`config.mk`:
```
export PLATFORM = sky130hd
export DESIGN_NAME = trace_lane_serializer
export DESIGN_NICKNAME = d
export VERILOG_FILES = /design/src/rtl/veer_types.sv /design/src/rtl/trace_lane_pick.sv /design/src/rtl/trace_lane_serializer.sv
export SDC_FILE = /design/constraint.sdc
export NUM_CORES = 1
export LEC_CHECK = 0
export ABC_AREA = 0
export CAP_MARGIN = 10
export CORE_MARGIN = 2
export CORE_UTILIZATION = 60
export CTS_BUF_LIST = sky130_fd_sc_hd__clkbuf_16
export CTS_CLUSTER_DIAMETER = 30
export DETAILED_ROUTE_END_ITERATION = 10
export GPL_TIMING_DRIVEN = 1
export PLACE_DENSITY = 0.83
export SYNTH_ARGS = -nofsm -noshare
export SYNTH_HDL_FRONTEND = slang
export SYNTH_SLANG_ARGS = --single-unit
```
`constraint.sdc`:
```
create_clock -name clk -period 46.9 [get_ports clk]
set_input_delay 9.38 -clock clk [delete_from_list [all_inputs] [get_ports clk]]
set_output_delay 9.38 -clock clk [all_outputs]
set_load 0.1 [all_outputs]
```
`src/rtl/veer_types.sv`:
```
// ----------------------------------------------------------------------------
// veer_types : shared trace types
//
// Holds the per-entry FIFO record used by trace_lane_serializer. The struct
// is sized for the widest supported packet (TRACE_MAX_LANES lanes). Narrower
// configurations leave the upper lanes at zero.
//
// Optional build macro: RV_TRACE_TIMESTAMP_EN adds a 32-bit push timestamp
// field to every entry.
// ----------------------------------------------------------------------------
package veer_types;

   localparam int TRACE_MAX_LANES  = 8;
   localparam int TRACE_MAX_LANE_W = 3;

   typedef struct packed {
      logic [TRACE_MAX_LANES-1:0]        valid;
      logic [TRACE_MAX_LANES-1:0][31:0]  insn;
      logic [TRACE_MAX_LANES-1:0][31:0]  addr;
      logic [TRACE_MAX_LANES-1:0]        exception;
      logic [TRACE_MAX_LANES-1:0]        interrupt;
      logic [4:0]                        ecause;
      logic [31:0]                       tval;
      logic                              gap;
`ifdef RV_TRACE_TIMESTAMP_EN
      logic [31:0]                       timestamp;
`endif
   } trace_lane_pkt_t;

   // Width of a lane index; a single-lane build still needs one bit.
   function automatic int trace_lane_w(input int lanes);
      return (lanes > 1) ? $clog2(lanes) : 1;
   endfunction

endpackage

```
`src/rtl/trace_lane_pick.sv`:
```
// ----------------------------------------------------------------------------
// trace_lane_pick : next-lane selector for the trace serializer
//
// Finds the lowest set bit of i_valid at an index >= i_ptr and reports
// whether any valid lane lies above it.
//
// Ports:
//   i_valid  in  LANES   per-lane valid bits of the head entry
//   i_ptr    in  LANE_W  first lane index still to be emitted
//   o_sel    out LANE_W  selected lane
//   o_last   out 1       no valid lane above o_sel
//
// Optional build macro RV_TRACE_TIMESTAMP_EN: not used in this file.
// ----------------------------------------------------------------------------
module trace_lane_pick
   import veer_types::*;
#(
   parameter  int LANES  = 3,
   localparam int LANE_W = trace_lane_w(LANES)
)(
   input  logic [LANES-1:0]  i_valid,
   input  logic [LANE_W-1:0] i_ptr,
   output logic [LANE_W-1:0] o_sel,
   output logic              o_last
);

   logic w_found;
   logic w_hit;

   // Priority search from the lane pointer upward, then a scan for later lanes.
   always_comb begin
      w_found = 1'b0;
      w_hit   = 1'b0;
      o_sel   = '0;
      o_last  = 1'b1;
      for (int k = 0; k < LANES; k++) begin
         w_hit   = i_valid[k] && (k >= int'(i_ptr)) && !w_found;
         o_sel   = w_hit ? LANE_W'(k) : o_sel;
         w_found = w_found | w_hit;
      end
      for (int k = 0; k < LANES; k++) begin
         o_last = o_last && !(i_valid[k] && (k > int'(o_sel)));
      end
   end

endmodule

```
`src/rtl/trace_lane_serializer.sv`:
```
// ----------------------------------------------------------------------------
// trace_lane_serializer : multi-lane retire trace packet -> per-record stream
//
// Buffers whole retire packets in a DEPTH-entry FIFO and emits one retired
// instruction record per cycle over valid/ready. Packets arriving while the
// FIFO is full (and the head is not retiring this cycle) are dropped, counted
// in a saturating counter, and the next stored packet is flagged with a gap.
//
// Ports:
//   clk, rst_l (sync active-low), flush
//   in_valid/in_insn/in_addr/in_exception/in_interrupt : per-lane packet
//   in_ecause/in_tval  : packet-wide cause and tval
//   out_valid/out_ready: record handshake
//   out_lane/out_insn/out_addr/out_exception/out_interrupt/out_ecause/
//   out_tval/out_gap/out_last : current record
//   fifo_level, drop_cnt : status
//   out_timestamp (only with RV_TRACE_TIMESTAMP_EN) : push-time cycle count
//
// Optional build macro RV_TRACE_TIMESTAMP_EN adds a free-running cycle
// counter, captures it per entry and exposes it on out_timestamp.
// ----------------------------------------------------------------------------
module trace_lane_serializer
   import veer_types::*;
#(
   parameter  int LANES  = 3,
   parameter  int DEPTH  = 4,
   parameter  int CNT_W  = 16,
   localparam int LANE_W = trace_lane_w(LANES),
   localparam int LVL_W  = $clog2(DEPTH + 1)
)(
   input  logic                  clk,
   input  logic                  rst_l,
   input  logic                  flush,
   input  logic [LANES-1:0]      in_valid,
   input  logic [LANES*32-1:0]   in_insn,
   input  logic [LANES*32-1:0]   in_addr,
   input  logic [LANES-1:0]      in_exception,
   input  logic [LANES-1:0]      in_interrupt,
   input  logic [4:0]            in_ecause,
   input  logic [31:0]           in_tval,
   output logic                  out_valid,
   input  logic                  out_ready,
   output logic [LANE_W-1:0]     out_lane,
   output logic [31:0]           out_insn,
   output logic [31:0]           out_addr,
   output logic                  out_exception,
   output logic                  out_interrupt,
   output logic [4:0]            out_ecause,
   output logic [31:0]           out_tval,
   output logic                  out_gap,
   output logic                  out_last,
`ifdef RV_TRACE_TIMESTAMP_EN
   output logic [31:0]           out_timestamp,
`endif
   output logic [LVL_W-1:0]      fifo_level,
   output logic [CNT_W-1:0]      drop_cnt
);

   localparam int PTR_W = $clog2(DEPTH);

   // Pointers carry one extra wrap bit to tell full from empty.
   logic [PTR_W:0]          r_wr_ptr;
   logic [PTR_W:0]          r_rd_ptr;
   trace_lane_pkt_t         r_mem [DEPTH];
   logic [LANE_W-1:0]       r_lane_ptr;
   logic                    r_pending_gap;
   logic [CNT_W-1:0]        r_drop_cnt;
`ifdef RV_TRACE_TIMESTAMP_EN
   logic [31:0]             r_cycle;
`endif

   trace_lane_pkt_t         w_head;
   trace_lane_pkt_t         w_pkt;
   logic                    w_empty;
   logic                    w_full;
   logic                    w_fire;
   logic                    w_pop;
   logic                    w_any_in;
   logic                    w_push;
   logic                    w_ovf;
   logic                    w_last;
   logic                    w_flag;
   logic [LANE_W-1:0]       w_sel;
   logic [TRACE_MAX_LANE_W-1:0] w_sel_idx;
   logic [PTR_W-1:0]        w_waddr;
   logic                    w_unused_valid;

   assign w_head    = r_mem[r_rd_ptr[PTR_W-1:0]];
   assign w_empty   = (r_wr_ptr == r_rd_ptr);
   assign w_full    = (r_wr_ptr[PTR_W] != r_rd_ptr[PTR_W]) &&
                      (r_wr_ptr[PTR_W-1:0] == r_rd_ptr[PTR_W-1:0]);
   assign w_fire    = !w_empty && out_ready;
   assign w_pop     = w_fire && w_last;
   assign w_any_in  = |in_valid;
   // Flush empties the FIFO first, so its packet always finds room.
   assign w_push    = w_any_in && (flush || !w_full || w_pop);
   assign w_ovf     = w_any_in && !flush && w_full && !w_pop;
   assign w_waddr   = flush ? '0 : r_wr_ptr[PTR_W-1:0];
   assign w_sel_idx = TRACE_MAX_LANE_W'(w_sel);
   assign w_unused_valid = ^w_head.valid;

   assign fifo_level = LVL_W'(r_wr_ptr - r_rd_ptr);
   assign drop_cnt   = r_drop_cnt;

   trace_lane_pick #(
      .LANES (LANES)
   ) u_pick (
      .i_valid (w_head.valid[LANES-1:0]),
      .i_ptr   (r_lane_ptr),
      .o_sel   (w_sel),
      .o_last  (w_last)
   );

   // Pack the incoming lanes into an entry; unused upper lanes stay zero.
   always_comb begin
      w_pkt = '0;
      for (int k = 0; k < LANES; k++) begin
         w_pkt.valid[k]     = in_valid[k];
         w_pkt.insn[k]      = in_insn[32*k +: 32];
         w_pkt.addr[k]      = in_addr[32*k +: 32];
         w_pkt.exception[k] = in_exception[k];
         w_pkt.interrupt[k] = in_interrupt[k];
      end
      w_pkt.ecause = in_ecause;
      w_pkt.tval   = in_tval;
      w_pkt.gap    = r_pending_gap;
`ifdef RV_TRACE_TIMESTAMP_EN
      w_pkt.timestamp = r_cycle;
`endif
   end

   // Present the selected head lane; everything reads zero while empty.
   always_comb begin
      if (!w_empty) begin
         w_flag        = w_head.exception[w_sel_idx] || w_head.interrupt[w_sel_idx];
         out_valid     = 1'b1;
         out_lane      = w_sel;
         out_insn      = w_head.insn[w_sel_idx];
         out_addr      = w_head.addr[w_sel_idx];
         out_exception = w_head.exception[w_sel_idx];
         out_interrupt = w_head.interrupt[w_sel_idx];
         out_ecause    = w_flag ? w_head.ecause : 5'd0;
         out_tval      = w_flag ? w_head.tval : 32'd0;
         // The lane pointer is only zero before the first record of an entry.
         out_gap       = w_head.gap && (r_lane_ptr == '0);
         out_last      = w_last;
`ifdef RV_TRACE_TIMESTAMP_EN
         out_timestamp = w_head.timestamp;
`endif
      end else begin
         w_flag        = 1'b0;
         out_valid     = 1'b0;
         out_lane      = '0;
         out_insn      = 32'd0;
         out_addr      = 32'd0;
         out_exception = 1'b0;
         out_interrupt = 1'b0;
         out_ecause    = 5'd0;
         out_tval      = 32'd0;
         out_gap       = 1'b0;
         out_last      = 1'b0;
`ifdef RV_TRACE_TIMESTAMP_EN
         out_timestamp = 32'd0;
`endif
      end
   end

   // FIFO pointers, lane pointer, gap tracking and drop counter.
   always_ff @(posedge clk) begin
      if (!rst_l) begin
         r_wr_ptr      <= '0;
         r_rd_ptr      <= '0;
         r_lane_ptr    <= '0;
         r_pending_gap <= 1'b0;
         r_drop_cnt    <= '0;
      end else begin
         if (flush) begin
            r_rd_ptr   <= '0;
            r_wr_ptr   <= w_push ? (PTR_W+1)'(1) : '0;
            r_lane_ptr <= '0;
         end else begin
            if (w_push) begin
               r_wr_ptr <= r_wr_ptr + (PTR_W+1)'(1);
            end
            if (w_pop) begin
               r_rd_ptr   <= r_rd_ptr + (PTR_W+1)'(1);
               r_lane_ptr <= '0;
            end else if (w_fire) begin
               r_lane_ptr <= w_sel + LANE_W'(1);
            end
         end
         if (w_push) begin
            r_pending_gap <= 1'b0;
         end else if (w_ovf) begin
            r_pending_gap <= 1'b1;
         end
         if (w_ovf && (r_drop_cnt != {CNT_W{1'b1}})) begin
            r_drop_cnt <= r_drop_cnt + CNT_W'(1);
         end
      end
   end

   // Entry storage write port; contents need no reset since pointers gate them.
   always_ff @(posedge clk) begin
      if (rst_l && w_push) begin
         r_mem[w_waddr] <= w_pkt;
      end
   end

`ifdef RV_TRACE_TIMESTAMP_EN
   // Free-running cycle counter sampled into each entry at push.
   always_ff @(posedge clk) begin
      if (!rst_l) begin
         r_cycle <= 32'd0;
      end else begin
         r_cycle <= r_cycle + 32'd1;
      end
   end
`endif

endmodule

```
==> flow_summary.json <==
{
  "status": "completed",
  "cts_resized": 0,
  "initialDrtViolationCount": 2484,
  "slew_viol_final": 0,
  "grt_usage_pct": 30.0,
  "antenna_found_initial": 31,
  "hold_viol": 0,
  "die_y_um": 253,
  "clk_pin_slew_worst_paths_ns": 0.05,
  "synth_nets": 2199,
  "hold_class": "reg -> reg",
  "synth_cell_types": 54,
  "post_dp_cell_area_um2": 41900,
  "worst_pin_slew_ns": 1.14,
  "clockPowerShare_pct": 47.9,
  "period_share_pct": 33.3,
  "power_switching_share_pct": 25.7,
  "drc_errors": 0,
  "cts_hold_buf": 0,
  "synth-seq-cells": 983,
  "core_area_um2": 61600,
  "io-pin-count": 369,
  "area_growth_pct": 26.8,
  "setup_viol_count_final": 0,
  "drtAntennaViolNets": 0,
  "ys_warn_count": 0,
  "p_leak_nw": 15.3,
  "cts.sinks": 983,
  "die_area_um2": 64200,
  "final_area_um2": 47300,
  "post_cts_buffers": 0,
  "max_slew_margin_pct": 23.9,
  "clk_path_buf_depth": 3,
  "crit_type": "reg -> out",
  "synth-edff-count": 956,
  "dpl.hpwl_um": 50400,
  "placed_cells": 3059,
  "setup_tns_ns": 0,
  "rows": 91,
  "grt_start_max_net_pins": 125,
  "irDropWorstVdd_mv": 0.0513,
  "overflow": 0,
  "maxCapViolations": 0,
  "first_pass_iters": 5,
  "instances_no_fill": 3368,
  "fin_crit_ns": 15.64,
  "intPower_mw": 1.80,
  "combinationalPowerShare_pct": 10.7,
  "timing.hold.ws_ns": 0.513,
  "netlist_area_um2": 37300,
  "dp_worst_setup_slack_ns": 32.10,
  "end_kind": "primary output",
  "cp.arrival_ns": 6.26,
  "setup_ws_ns": 31.26,
  "start_kind": "flip-flop",
  "seq_area_um2": 29300,
  "ys_seq_area_share_pct": 78.3,
  "grt_pass1_wl_um": 141000,
  "nNetsFinal": 2628,
  "async_flop_share_pct": 0,
  "cts-root-buf": "clkbuf_16",
  "start_util_pct": 60.6,
  "grt_pass1_vias": 22661,
  "timing.fmax_mhz": 64.0,
  "seqPwrFrac_pct": 41.4,
  "n_fill_cell": 3125,
  "synthCells": 1951,
  "cts_tree": "yes",
  "vias": 21822,
  "path_max_fanout": 59,
  "die_x_um": 253,
  "cp.required_ns": 37.52,
  "post_route_cells_drive_above_1_share_pct": 17.3,
  "routedWlPerCell_um": 28.4,
  "syn-mean-instance-area_um2": 19.1,
  "grt_setup_unrepaired": "no",
  "numCtsBuffers": 155,
  "wl_um": 95700,
  "io_buffers": 368,
  "clk_latency_ns": 0.73,
  "fin_skew_ns": 0.0404,
  "multi_input_area_um2": 7630,
  "power_switching_mw": 0.621,
  "via_per_inst": 6.48,
  "htreeDepth": 4,
  "synthFlopType": "edfxtp_1",
  "gp_congestion": 0.846,
  "cellPowerDensity_nw_per_um2": 51.1
}
==> worst max-delay path, stage by stage, from the launching register on <==
cell and delay, ns:
dfxtp_4 0.41, buf_4 0.84, mux2i_1 0.39, o22ai_2 0.23, nor2_4 0.16, buf_4 0.55, buf_4 0.78, o221ai_1 0.31
a22oi_1 0.31, a32o_1 0.25, clkdlybuf4s50_1 1.18
==> layout make-up <==
class | instances | share of cell area, %
Antenna cell | 19 | 0.100
Clock buffer | 157 | 8.30
Clock inverter | 132 | 3.08
Inverter | 8 | 0.0634
Multi-Input combinational cell | 834 | 16.1
Sequential cell | 983 | 61.8
Tap cell | 837 | 2.21
Timing Repair Buffer | 398 | 8.31
==> cells by family after synthesis <==
logic type / share of synthesized area (%)
DFF: 78.3
and+or+nand+nor: 4.31
AOI/OAI and AO/OA: 6.84
muxes: 8.65
buffers and inverters: 1.43
xor gates and xnor gates: 0.211
adders and majority gates: 0.221
==> stage by stage <==
stage,util [%],total power [mW]
after floorplan,-,1.19
after global placement,68.0,1.26
after detailed placement,68.0,1.27
after CTS,76.7,2.43
after global routing,76.8,2.47
final,76.8,2.42
==> metal layers <==
metal,routed length (µm),share of wire (%),global-route usage [%],up-vias
li1,-,-,-,9061
met4,3480,3.6,13.4,24
met1,34200,36,37.0,11136
met2,48800,51,49.7,1341
met3,9050,9.5,8.81,260
met5,156,0.16,0,-
==> cells in the final DEF, fill, tap and decap left out, types with 12 or more instances in the layout <==
master,n
bufinv_16,19
buf_4,28
clkinv_4,20
dfxtp_1,25
nand3_1,75
a32o_1,63
o221ai_1,128
clkinvlp_4,18
nand2_1,149
a22oi_1,66
mux4_2,110
clkbuf_16,157
nor2b_1,40
nand2b_1,12
inv_6,20
diode_2,19
clkdlybuf4s50_1,368
clkinv_2,22
edfxtp_1,956
nor2_1,24
mux2i_1,75
inv_1,20
==> worst paths after layout <==
check / depth (start not counted) / slack [ns] / start / to
setup / recovery: 10 / 31.26 / flip-flop / out_addr[2]
hold reg to reg: 2 / 0.51 / drop_cnt[9]$_SDFFE_PN0P_ / drop_cnt[9]$_SDFFE_PN0P_
hold / removal: 2 / 0.51 / drop_cnt[9]$_SDFFE_PN0P_ / drop_cnt[9]$_SDFFE_PN0P_
setup reg to reg: 10 / 40.84 / flip-flop / r_mem[2][200]$_DFFE_PP_
==> state kept, by name, summed over array words and instances (netlist names), named ones only <==
name	cells
r_pending_gap	1
drop_cnt	16
r_mem	956
r_rd_ptr	3
r_lane_ptr	2
r_wr_ptr	3
==> cell usage after synthesis, drive strengths merged, types with 6 or more instances <==
cell      n  area (µm²)
nor3      7        35.0
a21oi    10        50.1
dfxtp    27         541
mux4    110        2480
nor2     26         100
nand3    75         375
o221ai  128        1120
edfxtp  956       28700
nand2b   13        81.3
o21ai     7        35.0
inv       8        30.0
nand2   150         563
nor2b    41         257
clkbuf  101         379
xnor2     8        70.1
a32o     63         631
a22oi    66         495
buf      25         125
mux2i    75         751
and3      6        37.5
==> power groups by stage <==
| stage | clock network [mW] | registers (mW) | logic (mW) |
|---|---|---|---|
| 3_3_place_gp | 0 | 1.01 | 0.249 |
| 3_5_place_dp | 0 | 1.02 | 0.254 |
| 5_1_grt | 1.21 | 1.00 | 0.267 |
| 6_report | 1.16 | 1.00 | 0.259 |
| 2_1_floorplan | 0 | 1.02 | 0.171 |
| 4_1_cts | 1.17 | 1.00 | 0.257 |
No activity file was read; power rests on OpenSTA's default activity.
